<file path="config.mk">
export PLATFORM = sky130hd
export DESIGN_NAME = bg_pic_writer
export DESIGN_NICKNAME = d
export VERILOG_FILES = /design/src/rtl/bg_pic_writer.sv
export SDC_FILE = /design/constraint.sdc
export NUM_CORES = 1
export LEC_CHECK = 0
export CORE_UTILIZATION = 56
export CTS_CLUSTER_DIAMETER = 120
export DETAILED_ROUTE_END_ITERATION = 6
export PLACE_DENSITY = 0.85
export SKIP_CTS_REPAIR_TIMING = 1
export SYNTH_ARGS = -nofsm -noshare
export SYNTH_HDL_FRONTEND = slang
export SYNTH_SLANG_ARGS = --single-unit
</file>
<file path="constraint.sdc">
create_clock -name clk -period 4.5 [get_ports clk]
set_clock_uncertainty 0.1 [all_clocks]
set_input_delay 0.9 -clock clk [delete_from_list [all_inputs] [get_ports clk]]
set_output_delay 0.9 -clock clk [all_outputs]
set_load 0.02 [all_outputs]
</file>
<file path="src/rtl/bg_pic_writer.sv">
// bg_pic_writer
//   Write side of the background-picture SDRAM channel. HPS ioctl bytes for
//   ioctl_index == BG_INDEX are paired into 16-bit words {odd, even} and
//   queued in a small FIFO. A req/ack FSM drains the FIFO into SDRAM ch1.
//   pic_valid tells the read-side fetcher that a complete picture is in SDRAM.
//
// Ports
//   clk, reset                      system clock, async active-high reset
//   ioctl_download/index/wr/addr/dout  HPS download byte stream
//   ioctl_wait                      backpressure to HPS (registered)
//   mem_req/mem_addr/mem_din        write request (level, held until mem_ack)
//   mem_ack                         one-cycle completion pulse
//   pic_valid                       picture fully written
//   word_count                      words written since download start
//   checksum                        running 16-bit word sum
//
// Build option
//   BG_PIC_WRITER_CHECKSUM_EN: when defined, checksum accumulates every word
//   written this download; otherwise checksum is tied to zero.

module bg_pic_writer #(
  parameter logic [7:0]  BG_INDEX   = 8'd2,
  parameter int unsigned ADDR_W     = 24,
  parameter int unsigned FIFO_DEPTH = 4
) (
  input  logic              clk,
  input  logic              reset,
  input  logic              ioctl_download,
  input  logic [7:0]        ioctl_index,
  input  logic              ioctl_wr,
  input  logic [24:0]       ioctl_addr,
  input  logic [7:0]        ioctl_dout,
  output logic              ioctl_wait,
  output logic              mem_req,
  output logic [ADDR_W-1:0] mem_addr,
  output logic [15:0]       mem_din,
  input  logic              mem_ack,
  output logic              pic_valid,
  output logic [ADDR_W-1:0] word_count,
  output logic [15:0]       checksum
);

  localparam int unsigned PW = $clog2(FIFO_DEPTH);
  localparam int unsigned CW = PW + 1;
  localparam int unsigned EW = ADDR_W + 16;
  localparam logic [CW-1:0] FULL_LVL = CW'(FIFO_DEPTH);
  localparam logic [CW-1:0] WAIT_LVL = CW'(FIFO_DEPTH - 1);

  typedef enum logic [1:0] {
    ST_IDLE,
    ST_REQ,
    ST_POP
  } state_e;

  state_e            state_q, state_d;
  logic              active, active_rise, active_fall, strobe, lo_live;
  logic              active_q, active_d;
  logic [7:0]        lo_reg_q, lo_reg_d;
  logic [ADDR_W-1:0] lo_addr_q, lo_addr_d;
  logic              lo_valid_q, lo_valid_d;
  logic              push, push_ok, pop;
  logic [EW-1:0]     push_word, head;
  logic [EW-1:0]     fifo_mem_q [FIFO_DEPTH];
  logic [PW-1:0]     wr_ptr_q, wr_ptr_d, rd_ptr_q, rd_ptr_d;
  logic [CW-1:0]     fifo_cnt_q, fifo_cnt_d;
  logic              ioctl_wait_q, ioctl_wait_d;
  logic              mem_req_q, mem_req_d;
  logic [ADDR_W-1:0] mem_addr_q, mem_addr_d;
  logic [15:0]       mem_din_q, mem_din_d;
  logic              pic_valid_q, pic_valid_d;
  logic [ADDR_W-1:0] word_count_q, word_count_d;

  assign active      = ioctl_download && (ioctl_index == BG_INDEX);
  assign active_rise = active && !active_q;
  assign active_fall = !active && active_q;
  assign strobe      = active && ioctl_wr;
  // A pending even byte from a previous download is dropped on a new start.
  assign lo_live     = lo_valid_q && !active_rise;
  assign active_d    = active;

  // Byte pairing. At most one push per cycle: the tail flush only happens
  // while Active is low, when no strobe is accepted.
  always_comb begin
    lo_reg_d   = lo_reg_q;
    lo_addr_d  = lo_addr_q;
    lo_valid_d = lo_live;
    push       = 1'b0;
    push_word  = '0;
    if (strobe) begin
      if (!ioctl_addr[0]) begin
        if (lo_live) begin
          push      = 1'b1;
          push_word = {lo_addr_q, 8'h00, lo_reg_q};
        end
        lo_reg_d   = ioctl_dout;
        lo_addr_d  = ioctl_addr[ADDR_W:1];
        lo_valid_d = 1'b1;
      end else begin
        push       = 1'b1;
        push_word  = {ioctl_addr[ADDR_W:1], ioctl_dout, (lo_live ? lo_reg_q : 8'h00)};
        lo_valid_d = 1'b0;
      end
    end else if (active_fall && lo_valid_q) begin
      push       = 1'b1;
      push_word  = {lo_addr_q, 8'h00, lo_reg_q};
      lo_valid_d = 1'b0;
    end
  end

  // FIFO bookkeeping; a push into a full FIFO is only kept if a pop frees a slot.
  always_comb begin
    pop     = (state_q == ST_POP);
    push_ok = push && ((fifo_cnt_q != FULL_LVL) || pop);
    head    = fifo_mem_q[rd_ptr_q];
    wr_ptr_d = push_ok ? wr_ptr_q + 1'b1 : wr_ptr_q;
    rd_ptr_d = pop ? rd_ptr_q + 1'b1 : rd_ptr_q;
    case ({push_ok, pop})
      2'b10:   fifo_cnt_d = fifo_cnt_q + 1'b1;
      2'b01:   fifo_cnt_d = fifo_cnt_q - 1'b1;
      default: fifo_cnt_d = fifo_cnt_q;
    endcase
    ioctl_wait_d = (fifo_cnt_d >= WAIT_LVL);
  end

  // Write FSM. The head entry stays in the FIFO until its ack, so a request
  // abandoned by reset leaves nothing half-popped.
  always_comb begin
    state_d    = state_q;
    mem_req_d  = mem_req_q;
    mem_addr_d = mem_addr_q;
    mem_din_d  = mem_din_q;
    case (state_q)
      ST_IDLE: begin
        if (fifo_cnt_q != '0) begin
          state_d    = ST_REQ;
          mem_req_d  = 1'b1;
          mem_addr_d = head[EW-1:16];
          mem_din_d  = head[15:0];
        end
      end
      ST_REQ: begin
        if (mem_ack) begin
          state_d   = ST_POP;
          mem_req_d = 1'b0;
        end
      end
      ST_POP:  state_d = ST_IDLE;
      default: begin
        state_d   = ST_IDLE;
        mem_req_d = 1'b0;
      end
    endcase
  end

  always_comb begin
    word_count_d = word_count_q;
    pic_valid_d  = pic_valid_q;
    if (active_rise) begin
      word_count_d = '0;
      pic_valid_d  = 1'b0;
    end else begin
      if (pop) word_count_d = word_count_q + 1'b1;
      // active_q low too, so a tail flushed on the falling edge is already queued.
      if (!active && !active_q && (fifo_cnt_q == '0) && (state_q == ST_IDLE) &&
          (word_count_q != '0))
        pic_valid_d = 1'b1;
    end
  end

  always_ff @(posedge clk or posedge reset) begin
    if (reset) begin
      state_q      <= ST_IDLE;
      active_q     <= 1'b0;
      lo_reg_q     <= '0;
      lo_addr_q    <= '0;
      lo_valid_q   <= 1'b0;
      wr_ptr_q     <= '0;
      rd_ptr_q     <= '0;
      fifo_cnt_q   <= '0;
      ioctl_wait_q <= 1'b0;
      mem_req_q    <= 1'b0;
      mem_addr_q   <= '0;
      mem_din_q    <= '0;
      pic_valid_q  <= 1'b0;
      word_count_q <= '0;
    end else begin
      state_q      <= state_d;
      active_q     <= active_d;
      lo_reg_q     <= lo_reg_d;
      lo_addr_q    <= lo_addr_d;
      lo_valid_q   <= lo_valid_d;
      wr_ptr_q     <= wr_ptr_d;
      rd_ptr_q     <= rd_ptr_d;
      fifo_cnt_q   <= fifo_cnt_d;
      ioctl_wait_q <= ioctl_wait_d;
      mem_req_q    <= mem_req_d;
      mem_addr_q   <= mem_addr_d;
      mem_din_q    <= mem_din_d;
      pic_valid_q  <= pic_valid_d;
      word_count_q <= word_count_d;
    end
  end

  always_ff @(posedge clk) begin
    if (push_ok) fifo_mem_q[wr_ptr_q] <= push_word;
  end

`ifdef BG_PIC_WRITER_CHECKSUM_EN
  logic [15:0] checksum_q, checksum_d;

  always_comb begin
    checksum_d = checksum_q;
    if (active_rise)  checksum_d = '0;
    else if (pop)     checksum_d = checksum_q + mem_din_q;
  end

  always_ff @(posedge clk or posedge reset) begin
    if (reset) checksum_q <= '0;
    else       checksum_q <= checksum_d;
  end

  assign checksum = checksum_q;
`else
  assign checksum = 16'h0000;
`endif

  assign ioctl_wait = ioctl_wait_q;
  assign mem_req    = mem_req_q;
  assign mem_addr   = mem_addr_q;
  assign mem_din    = mem_din_q;
  assign pic_valid  = pic_valid_q;
  assign word_count = word_count_q;

endmodule

</file>
==> results of run 1 <==
[critical path, cell delays in order]
cell,delay (ns)
clkdlybuf4s50_1,0.42
or4b_4,0.59
or3_4,0.42
a211oi_4,0.41
and2_2,0.25
buf_12,0.26
[synth_stat cells, types with 2 or more instances]
master,n,share of area
buf_1,6,0.0021
mux2_2,72,0.075
nor4_1,7,0.0040
and3_1,5,0.0029
nor3_1,7,0.0032
nand2_1,16,0.0055
or3_1,5,0.0029
a21oi_1,6,0.0028
xor2_1,15,0.012
xnor2_1,10,0.0081
buf_2,2,0.00092
nand3_1,9,0.0041
ha_1,6,0.0069
edfxtp_1,160,0.44
nor2_1,30,0.010
buf_4,16,0.011
and4_1,2,0.0016
nor4b_1,2,0.0016
o21ai_0,6,0.0028
inv_1,9,0.0031
dfrtp_1,110,0.25
nand4_1,6,0.0035
nand2b_1,2,0.0012
a22o_1,24,0.019
clkbuf_1,19,0.0066
and2_1,20,0.012
mux4_2,40,0.083
[cells by family (layout without fill, tap and decap cells)]
group           after synthesis  count (layout)
mux                         113             113
fa+ha+maj                     7               7
other cells                   1              16
flops                       270             270
simple gates                122             122
xor+xnor                     25              25
compound gates               42              42
buf+inv                      52             178
[power by group]
part	internal [mW]	switching (mW)	total (mW)
clock	1.42	0.886	2.31
combinational	1.16	0.911	2.07
sequential	2.91	0.402	3.31
total	5.50	2.20	7.70
[through the flow]
step	setup WS (ns)	total power, mW	cell area, um2
6_report	1.31	7.70	13200
5_1_grt	1.18	8.01	13200
4_1_cts	1.33	7.76	13200
3_5_place_dp	0.803	5.44	12300
3_3_place_gp	0.835	5.36	12300
2_1_floorplan	0.598	4.59	10900
[worst max-delay path by stage]
| stage | startpoint | endpoint | slack, ns |
|---|---|---|---|
| after floorplan | reset | active_q | 0.60 |
| after global placement | ioctl_index[4] | ioctl_wait | 0.83 |
| after detailed placement | ioctl_index[4] | ioctl_wait | 0.80 |
| after CTS | ioctl_index[4] | ioctl_wait | 1.33 |
| after global routing | ioctl_index[4] | ioctl_wait | 1.18 |
| final | ioctl_index[4] | fifo_mem_q[1][10] | 1.31 |
[state kept, by name, indices dropped and copies added (netlist names), 2 cells and up]
register	count
fifo_mem_q	160
lo_addr_q	24
mem_addr	24
word_count	24
mem_din	16
lo_reg_q	8
fifo_cnt_q	3
rd_ptr_q	2
state_q	2
wr_ptr_q	2
[area by class of cell]
type	count	area (um2)
Clock buffer	33	728
Timing Repair Buffer	122	1260
Inverter	9	36.3
Multi-Input combinational cell	325	3120
Sequential cell	270	7560
Tap cell	260	325
Fill cell	1137	5610
Clock inverter	14	193
[layer usage]
metal / GRT usage / vias to the layer above
met1: 0.289 / 3093
met5: 0 / -
met3: 0.0353 / 36
met4: 0.0704 / 0
met2: 0.389 / 209
li1: - / 2623
==> results.yml, run 1 <==
outcome:
  status: "finished clean"
timing:
  fin_crit_ns: 3.19
  tns_ns: 0
  fmax_mhz: 313
  fin_crit_sh: 0.709
  timing.slew.headroom: 0.287
  finalHoldViolations: 0
  setup_viol: 0
  worst_slew_pin_slew_ns: 1.07
  rsz0062_at_grt: "no"
  hold_ws_ns: 0.403
  drv_slew: 0
synthesis:
  synth_edf_count: 160
  syn_avg_cell_area_um2: 17.2
  synth_ff_type: "edfxtp_1"
  yosys.area_share.adder: 0.00876
  ys_seq_area_frac: 0.696
  ys_seq_elements: 270
  synth_top_family_by_area: "multiplexers"
  synthXorXnorAreaFrac: 0.0202
  async_flop_share: 0.407
  syn_inst: 632
  netlist_area_mm2: 0.0109
  yosysUniqueCellTypes: 47
  muxShareOfSynthArea: 0.159
  yosysWarningCount: 0
  synthSimpleGateAreaFrac: 0.0620
  synth_compound_area_frac: 0.0304
floorplan:
  num_io_pins: 129
  die_x_um: 141
  fp.coreArea_mm2: 0.0188
  rows: 50
  start_util: 0.577
  die_h_um: 141
  die_area_mm2: 0.0200
route:
  routedWlPerCell_um: 20.9
  top_layer: "met4"
  routed-wl-met2_um: 11300
  vias_per_cell: 5.77
  met1_length_um: 8650
  drc: 0
  vias: 5961
  drt-initial-drc-count: 334
  drt_pass1_iterations: 5
  drtAntennaViolNets: 0
  wl_um: 21600
  dr_wl_met3_um: 1220
cts:
  tritoncts: "yes"
  cts_buffers: 26
  clkTransAtPathRegs_ns: 0.06
  root_buffer: "clkbuf_16"
  insertion_delay_ns: 0.52
  clockBufferDepth: 3
  cts.sinks: 270
  htree_levels: 1
setup_path:
  r2r-start: "rd_ptr_q[0]"
  r2r_end: "mem_din[12]"
  r2r_slack_ns: 1.94
  arrival_ns: 3.28
  crit_type: "input port to flip-flop"
  start_kind: "input port"
  required_ns: 4.59
  cp_max_fo: 40
  ff2ff_path_depth: 3
  cp-end-kind: "flip-flop"
place:
  placed_cells: 986
  port_buffers: 112
  dp_hpwl_um: 12900
  gp_congestion: 0.833
global_routing:
  grt_use_total: 0.223
  grt_start_max_net_pins: 67
  grt.overflow.total: 0
  grt_pass1_vias: 6217
  antenna_found_initial: 1
  grt_pass1_wl_um: 33600
power_and_ir_drop:
  vdd_drop_max_uv: 318
  power_density_mw_per_mm2: 582
  p_leak_nw: 5.14
finish:
  drive_above_1_share: 0.228
  final_common_cell: "edfxtp_1"
  utilization: 0.702
  instances_no_fill: 1033
  antenna_cells: 0
  area_growth_pct: 21.7
  nNetsFinal: 807
  mostFrequentLayoutCells: "edfxtp_1 (160), clkdlybuf4s50_1 (112), dfrtp_1 (108)"
worst_hold_path:
  holdPathEnd: "lo_valid_q"
  hold_depth: 2
  min_from: "lo_valid_q"
  min_path_type: "flip-flop to flip-flop"
job:
  max_cap_violations: 0
(Power assumes the default switching activity.)
==> inputs of run 2 (changes only) <==
--- a/config.mk
+++ b/config.mk
@@ -5,10 +5,10 @@
 export SDC_FILE = /design/constraint.sdc
 export NUM_CORES = 1
 export LEC_CHECK = 0
-export CORE_UTILIZATION = 56
+export CORE_UTILIZATION = 50
 export CTS_CLUSTER_DIAMETER = 120
 export DETAILED_ROUTE_END_ITERATION = 6
-export PLACE_DENSITY = 0.85
+export PLACE_DENSITY = 0.8
 export SKIP_CTS_REPAIR_TIMING = 1
 export SYNTH_ARGS = -nofsm -noshare
 export SYNTH_HDL_FRONTEND = slang
==> constraint.sdc (replaced) <==
create_clock -name clk -period 2.9 [get_ports clk]
set_clock_uncertainty 0.1 [all_clocks]
set_input_delay 0.58 -clock clk [delete_from_list [all_inputs] [get_ports clk]]
set_output_delay 0.58 -clock clk [all_outputs]
set_load 0.02 [all_outputs]
==> run 2 against run 1 <==
Non-clock buffer count is 25 higher. Clock power grew 59%. Combinational power grew 65%. Sequential share of layout area shrank 1.2 points. Hold slack worse by 0.0063 ns. Core utilization fell by 6.3 points. Critical path depth increased by 4. Cell count increased by 4.0%. Clock-buffer cell count shrank 5. Largest power group unchanged. Sequential cell count did not move. Register-to-register slack worse by 1.5 ns. Die area is 12% higher.
==> results.yml, run 2 (synthesized netlist as in run 1, its figures left out) <==
outcome:
  status: "finished clean"
finish:
  fill_cells: 1393
  antenna_cells: 0
  top_register: "fifo_mem_q"
  instances_no_fill: 1074
  final_common_cell: "edfxtp_1"
  drive_above_1_share: 0.254
  area_growth_pct: 24.4
  largest_reg_flops: 160
  nNetsFinal: 832
  mostFrequentLayoutCells: "edfxtp_1 (160), clkdlybuf4s50_1 (112), dfrtp_1 (108)"
place:
  gp_congestion: 0.798
  pre_cts_slack_ns: -0.457
  port_buffers: 112
  placed_cells: 1026
  dp_hpwl_um: 14100
setup_path:
  start_kind: "input port"
  r2r_slack_ns: 0.46
  cp-end-kind: "flip-flop"
  cp_max_fo: 4
  required_ns: 3.19
  crit_type: "input port to flip-flop"
  arrival_ns: 3.13
timing:
  fin_crit_ns: 2.84
  fmax_mhz: 352
  rsz0062_at_grt: "no"
  timing.slew.headroom: 0.512
  drv_slew: 0
  finalHoldViolations: 0
  tns_ns: 0
  hold_ws_ns: 0.397
  fin_crit_sh: 0.978
  setup_viol: 0
  fin_ws_ns: 0.0625
  worst_slew_pin_slew_ns: 0.730
power_and_ir_drop:
  power.total_mw: 12.1
  vdd_drop_max_uv: 518
  p_int_mw: 8.67
  power_frac_comb: 0.283
  p_leak_nw: 5.29
  sw_frac_of_total: 0.282
  clock_power_share: 0.304
  power_frac_seq: 0.414
  power_density_mw_per_mm2: 895
  power.switching_mw: 3.41
route:
  top_layer: "met4"
  drc: 0
  drt-initial-drc-count: 299
  drt_pass1_iterations: 4
  dr_wl_met3_um: 1070
  vias_per_cell: 5.51
  routedWlPerCell_um: 20.1
  wl_um: 21600
  met1_length_um: 8990
  vias: 5918
  drtAntennaViolNets: 0
  routed-wl-met2_um: 11200
floorplan:
  die_h_um: 149
  num_io_pins: 129
  die_area_mm2: 0.0223
  rows: 53
  die_x_um: 149
  start_util: 0.513
  fp.coreArea_mm2: 0.0212
global_routing:
  grt_start_max_net_pins: 111
  grt_use_total: 0.199
  grt.overflow.total: 0
  antenna_found_initial: 0
  grt_pass1_wl_um: 33900
  grt_pass1_vias: 6265
cts:
  htree_levels: 1
  clkTransAtPathRegs_ns: 0.06
  cts.sinks: 270
  clockBufferDepth: 3
  root_buffer: "clkbuf_16"
  tritoncts: "yes"
  insertion_delay_ns: 0.52
  cts_buffers: 26
job:
  max_cap_violations: 0
worst_hold_path:
  min_path_type: "flip-flop to flip-flop"
-- run 2: final cells by class --
cell class                 count  area [um2]  area share
sequential                   270        7560       0.560
multi-input combinational    325        3130       0.232
timing repair buffer         147        1480       0.110
clock buffer                  28         679      0.0503
tap                          275         344      0.0255
clock inverter                20         270      0.0200
inverter                       9        37.5     0.00278
-- run 2: worst paths after layout --
kind	cells after the start	start	to
worst min-delay path	1	lo_reg_q[4]	lo_reg_q[4]
min in group asynchronous	3	reset	mem_addr[5]
worst max-delay path	10	ioctl_index[7]	ioctl_wait
max in group asynchronous	3	reset	mem_din[0]
worst max register to register	9	state_q[0]	ioctl_wait
worst min register to register	1	lo_reg_q[4]	lo_reg_q[4]
-- run 2: worst max-delay path: stages --
cell and delay, ns:
clkdlybuf4s50_1 0.42, or4b_4 0.59, or3_4 0.41, a31o_1 0.25, inv_1 0.08, fa_1 0.19
nor2_1 0.05, a22oi_1 0.17, xnor2_1 0.11, a311o_1 0.29
-- run 2: per-layer routing --
layer,GRT usage,vias up
met2,0.348,167
met4,0.0480,0
met5,0,-
li1,-,2674
met3,0.0321,31
met1,0.261,3046
-- run 2: stage by stage --
step | utilization | area (um2)
after CTS | 0.638 | 13500
after global routing | 0.638 | 13500
after detailed placement | 0.593 | 12500
final | 0.638 | 13500
after global placement | 0.593 | 12500
after floorplan | - | 10900
-- run 2: power by group through the flow --
stage / Clock (mW) / Combinational (mW) / Sequential [mW]
4_1_cts: 3.74 / 3.47 / 5.00
6_report: 3.67 / 3.42 / 5.00
5_1_grt: 3.89 / 3.65 / 5.06
2_1_floorplan: 0 / 1.72 / 5.40
3_5_place_dp: 0 / 3.44 / 5.07
3_3_place_gp: 0 / 3.36 / 5.03
